### src/rtl/mips.sv
// Single-cycle MIPS subset core: one instruction fetched, executed and retired per IM_CLK edge.
// Instruction and data memories are external; every output is combinational from PC and IM_DATA.
module mips #(
  parameter logic [31:0] RESET_PC = 32'h0000_0000
) (
  input  logic        IM_CLK,
  input  logic        DM_CLK,
  input  logic        Z_R,
  output logic [31:0] IM_ADDR,
  input  logic [31:0] IM_DATA,
  output logic        DM_WE,
  output logic [31:0] DM_ADDR,
  output logic [31:0] DM_WR_DATA,
  input  logic [31:0] DM_RD_DATA
);
  localparam int DATA_W = 32;

  typedef enum logic [2:0] {ALU_ADD, ALU_SUB, ALU_AND, ALU_OR, ALU_SLT} alu_op_t;
  typedef enum logic [1:0] {WB_ALU, WB_LUI, WB_MEM, WB_LINK} wb_sel_t;

  logic [DATA_W-1:0]        pc;
  logic [DATA_W-1:0]        regs [0:31];

  logic [5:0]               opcode;
  logic [5:0]               funct;
  logic [4:0]               rs_a;
  logic [4:0]               rt_a;
  logic [4:0]               rd_a;
  logic [15:0]              imm;
  logic [25:0]              target;

  logic signed [DATA_W-1:0] rs_val;
  logic signed [DATA_W-1:0] rt_val;
  logic signed [DATA_W-1:0] imm_sx;
  logic signed [DATA_W-1:0] imm_zx;
  logic signed [DATA_W-1:0] alu_b;
  logic signed [DATA_W-1:0] alu_res;

  logic [DATA_W-1:0]        pc_plus4;
  logic [DATA_W-1:0]        br_target;
  logic [DATA_W-1:0]        jmp_target;
  logic [DATA_W-1:0]        pc_next;
  logic [DATA_W-1:0]        wr_data;
  logic [4:0]               wr_addr;
  logic                     rf_we;
  logic                     is_sw;
  alu_op_t                  alu_op;
  wb_sel_t                  wb_sel;

  logic                     unused_dm_clk;
  assign unused_dm_clk = DM_CLK;

  function automatic logic signed [DATA_W-1:0] alu(
    input alu_op_t                  op,
    input logic signed [DATA_W-1:0] a,
    input logic signed [DATA_W-1:0] b
  );
    case (op)
      ALU_SUB: alu = a - b;
      ALU_AND: alu = a & b;
      ALU_OR:  alu = a | b;
      ALU_SLT: alu = (a < b) ? DATA_W'(1) : '0;
      default: alu = a + b;
    endcase
  endfunction

  assign opcode = IM_DATA[31:26];
  assign rs_a   = IM_DATA[25:21];
  assign rt_a   = IM_DATA[20:16];
  assign rd_a   = IM_DATA[15:11];
  assign funct  = IM_DATA[5:0];
  assign imm    = IM_DATA[15:0];
  assign target = IM_DATA[25:0];

  // $0 is hardwired to zero on the read side, so its storage never matters.
  assign rs_val = (rs_a == 5'd0) ? '0 : regs[rs_a];
  assign rt_val = (rt_a == 5'd0) ? '0 : regs[rt_a];
  assign imm_sx = {{16{imm[15]}}, imm};
  assign imm_zx = {16'h0000, imm};

  assign pc_plus4   = pc + 32'd4;
  assign br_target  = pc_plus4 + {imm_sx[29:0], 2'b00};
  assign jmp_target = {pc_plus4[31:28], target, 2'b00};

  assign alu_res = alu(alu_op, rs_val, alu_b);

  always_comb begin
    alu_op  = ALU_ADD;
    alu_b   = imm_sx;
    wb_sel  = WB_ALU;
    wr_addr = rt_a;
    rf_we   = 1'b0;
    is_sw   = 1'b0;
    pc_next = pc_plus4;
    case (opcode)
      6'h00: begin
        alu_b   = rt_val;
        wr_addr = rd_a;
        rf_we   = 1'b1;
        case (funct)
          6'h20, 6'h21: alu_op = ALU_ADD;
          6'h22, 6'h23: alu_op = ALU_SUB;
          6'h24:        alu_op = ALU_AND;
          6'h25:        alu_op = ALU_OR;
          6'h2A:        alu_op = ALU_SLT;
          default:      rf_we  = 1'b0;
        endcase
      end
      6'h08, 6'h09: rf_we = 1'b1;
      6'h0C: begin
        alu_op = ALU_AND;
        alu_b  = imm_zx;
        rf_we  = 1'b1;
      end
      6'h0D: begin
        alu_op = ALU_OR;
        alu_b  = imm_zx;
        rf_we  = 1'b1;
      end
      6'h0F: begin
        wb_sel = WB_LUI;
        rf_we  = 1'b1;
      end
      6'h23: begin
        wb_sel = WB_MEM;
        rf_we  = 1'b1;
      end
      6'h2B: is_sw = 1'b1;
      6'h04: if (rs_val == rt_val) pc_next = br_target;
      6'h05: if (rs_val != rt_val) pc_next = br_target;
      6'h02: pc_next = jmp_target;
      6'h03: begin
        pc_next = jmp_target;
        wb_sel  = WB_LINK;
        wr_addr = 5'd31;
        rf_we   = 1'b1;
      end
      default: ;
    endcase
  end

  always_comb begin
    wr_data = alu_res;
    case (wb_sel)
      WB_LUI:  wr_data = {imm, 16'h0000};
      WB_MEM:  wr_data = DM_RD_DATA;
      WB_LINK: wr_data = pc_plus4;
      default: wr_data = alu_res;
    endcase
  end

  assign IM_ADDR    = pc;
  assign DM_ADDR    = rs_val + imm_sx;
  assign DM_WR_DATA = rt_val;
  assign DM_WE      = is_sw & ~Z_R;

  // Retire stage: PC update and register writeback share the same edge.
  always_ff @(posedge IM_CLK) begin
    if (Z_R) begin
      pc <= RESET_PC;
      for (int i = 0; i < 32; i++) regs[i] <= '0;
    end else begin
      pc <= pc_next;
      if (rf_we && (wr_addr != 5'd0)) regs[wr_addr] <= wr_data;
    end
  end
endmodule

### config.mk
export PLATFORM = sky130hd
export DESIGN_NAME = mips
export DESIGN_NICKNAME = d
export VERILOG_FILES = /design/src/rtl/mips.sv
export SDC_FILE = /design/constraint.sdc
export NUM_CORES = 2
export LEC_CHECK = 0
export CAP_MARGIN = 15
export CORE_AREA = 10 10 292 574
export CTS_BUF_LIST = sky130_fd_sc_hd__clkbuf_4 sky130_fd_sc_hd__clkbuf_8
export DETAILED_ROUTE_END_ITERATION = 8
export DIE_AREA = 0 0 302 584
export SYNTH_ARGS = -nofsm -noshare
export SYNTH_HDL_FRONTEND = slang
export SYNTH_SLANG_ARGS = --single-unit
### constraint.sdc
create_clock -name IM_CLK -period 15.1 [get_ports IM_CLK]
set_input_delay 2.265 -clock IM_CLK [delete_from_list [all_inputs] [get_ports IM_CLK]]
set_output_delay 2.265 -clock IM_CLK [all_outputs]
set_load 0.02 [all_outputs]
==> summary.md <==
| Metric | Value |
|---|---|
| Status | complete, no violations |
| LEAKAGE | 25.70 nW |
| Register bit total from synthesis | 1054 |
| Clock latency on the worst-skew pair | 0.92 ns |
| Post-synth top flop | edfxtp_1 |
| CTS root buf | clkbuf_8 |
| Post-synth top area share | 48.89% |
| Compound-Gate Fraction of Synth Area | 9.874% |
| Routed WL per cell | 33.84 µm |
| PwrDens | 109.0 nW/µm² |
| Synth Cell Area | 62900 µm² |
| VDD IR max | 90.62 µV |
| Crit path arrival time | 10.13 ns |
| Core ar. | 158500 µm² |
| IO Count | 164 |
| 1st-iter DRT viols | 7089 |
| Detailed placement HPWL | 162000 µm |
| Chip Width | 302 µm |
| DR DRC count | 0 |
| Rel. slew slack | 15.24% |
| Adder-Cell Fraction of Synth Area | 3.250% |
| Area Overhead vs Synth | 11.22% |
| Clk buf depth | 3 |
| Most frequent CP cell | buf_4 |
| Post-route ant nets | 0 |
| CTS hold repair buffers | 0 |
| Die height | 584 µm |
| Global route total overflow | 0 |
| CTS sink count | 1054 |
| Max Cap Viol | 0 |
| Worst R2R Setup Slack | 7.78 ns |
| Gr usage total | 28.33% |
| Fmax | 80.69 MHz |
| First-pass GRT wire length | 356500 µm |
| CTS H-tree depth | 4 |
| Final Max Slew Viols | 0 |
| Largest family of logic cells by synthesized area | multiplexers |
| Hold Crit Class | flop to flop |
| GPL Wtd Cong | 0.9178 |
| Critical setup path kind | input pin to output port |
| Critical path data required time | 12.84 ns |
| Crit-path leading delay family | compound AO/OA/AOI/OAI gates |
| Cts bufs inserted | 160 |
| Final nets | 5576 |
| # resized after CTS | 0 |
| Gate Count Post-Synth | 5265 |
| Cell Rows | 207 |
| Worst path max stage delay | 0.88 ns |
| Yosys cell types | 91 |
| Critical-path top delay cell | nand3b_1 |
| EDFF count, synth | 1024 |
| Most common cell after layout, fill and taps aside | nor2_1 |
| Minimum clock period | 12.39 ns |
| Largest net degree at the start of global routing | 111 |
| Worst Tran Pin Value | 1.258 ns |
| Synth top area cells | edfxtp_1 (49%), mux4_2 (15%), nor2_1 (6.9%), mux2i_1 (3.4%), ha_1 (3.1%) |
| Multiplexer share of the synthesized area | 18.75% |
| Ys async rst share | 0% |
| Simple-gate share of the synthesized area | 12.00% |
| Post-Synth XOR/XNOR Area | 1.739% |
| Clk slew on worst S/H paths | 0.08 ns |
| Die Footprint | 176400 µm² |
| Routed WL | 256000 µm |
| Final WS setup | 2.706 ns |
| Post-place setup slack | 3.073 ns |
| Commonest non-fill, non-tap cells in the layout | nor2_1 (1147), edfxtp_1 (1024), mux4_2 (411), nand2_1 (255), mux2i_1 (215) |
| Port Buffer Count | 160 |
| Sequential element share of the synthesized area | 49.84% |
| Initial core utilization | 39.68% |
| Buf/Inv on CP | 7 |
| Layout cells sized above 1 | 18.93% |
| Setup TNS | 0 ns |
| Syn avg cell area | 11.95 µm² |
| First-pass iteration count of the detailed router | 8 |
| Fin crit share | 82.08% |
| Final Hold Fails | 0 |
| Number of setup violations in the final report | 0 |
| Vias | 49580 |
| RSZ-0062 raised after global routing | false |
| Vias in the first global route | 49180 |
| Number of antenna violations at the first check in global routing | 9 |
| CP Launch Type | input pin |
| CTS tree | done |
| Ys Warns | 0 |
| CP Capture Type | output port |
| Worst-path maximum fanout | 19 |
| Clock skew | 0.07147 ns |
| CP Cell Sequence | clkdlybuf4s50_1, buf_4, nand3b_1, buf_4, o221ai_1, a211oi_1, a21oi_1, nand2_1, inv_1, ha_1, inv_1, nor2_1, o2bb2ai_1, a311oi_1, o21ai_0, buf_4, a41o_1, o21ai_0, nand2b_1, a21o_1, a21oi_1, xnor2_1, clkdlybuf4s50_1 |
| Area leader, netlist | edfxtp_1 |
| Via density | 6.553 |
| Post-CTS Setup Inserts | 0 |
[cell usage after synthesis (43+ instances only)]
cell type  instances
a21oi_1          164
nor2_1          1150
nand2_1          306
a22oi_1           89
o221ai_1          62
buf_2             48
o21ai_0          104
clkbuf_1         342
a21o_1            43
inv_1            123
nand3_1           86
a22o_1            61
mux2i_1          215
ha_1             157
mux4_2           411
edfxtp_1        1024
xnor2_1           96
a211oi_1          50
[routing by layer]
metal	share of wire [%]	vias to the layer above	global-route usage, %
li1	-	20070	-
met1	35	25090	34.89
met2	45	3593	43.20
met3	12	818	6.557
met4	8.6	4	20.91
met5	0.013	-	0
[cell type report]
type                    count  area, µm²
fillers                 14660      88550
flip-flops and latches   1054      31350
multi-input cells        3642      29200
repair buffers            366       3286
clock buffers             214       2620
well taps                2090       2615
inverters                 124      465.4
clock inverters            74      424.2
diodes                      1      2.502
[kinds of logic (layout without fill, tap and decap cells)]
family / Yosys count / in the layout
other cells: 1 / 35
fa+ha+maj: 161 / 161
xor+xnor: 124 / 124
simple gates: 1795 / 1795
buf+inv: 602 / 778
flops: 1054 / 1054
mux: 656 / 656
compound gates: 872 / 872
[worst paths after layout]
check / startpoint / end / cells past startpoint
max: IM_DATA[24] / DM_ADDR[26] / 23
min reg2reg: IM_ADDR[2] / IM_ADDR[2] / 1
max reg2reg: regs[31][1] / regs[20][29] / 21
min: IM_ADDR[2] / IM_ADDR[2] / 1
[report_power, final]
part	internal [mW]	total [mW]	switching (mW)
clock network	1.14	2.34	1.20
logic	0.619	1.91	1.29
registers	3.31	3.37	0.0567
total	5.07	7.62	2.55
[registers in the layout, summed over array words and instances, names as in the netlist]
register and cells:
IM_ADDR 30, regs 1024
[stage by stage]
stage | cell area, µm² | util [%] | std cells | power (mW) | hold WS, ns
finish | 69960 | 44.14 | 7565 | 7.622 | 0.6895
detailed placement | 66800 | 42.14 | 7270 | 5.290 | 0.6720
global placement | 66800 | 42.14 | 7270 | 5.262 | 0.6660
CTS | 69840 | 44.06 | 7558 | 7.588 | 0.6837
global route | 69960 | 44.14 | 7565 | 7.840 | 0.7244
floorplan | 63020 | - | 5298 | 4.522 | 0.6811
[worst register-to-register path, stage by stage (launching register included)]
cell and delay, ns:
edfxtp_1 0.40, mux4_2 0.49, mux4_2 0.56, a22oi_1 0.17, o21ai_0 0.38, buf_4 0.30, nand2_1 0.07, o21ai_0 0.24
ha_1 0.41, a21oi_1 0.21, o21bai_1 0.16, a21oi_1 0.30, o21ai_0 0.18, a41oi_1 0.60, nor3b_1 0.19, o21a_1 0.24
nor3_1 0.91, nor4_1 0.07, or3_1 0.44, o21ai_2 0.15, buf_4 0.40, nor2_1 0.17
No activity file was read; power rests on OpenSTA's default activity.
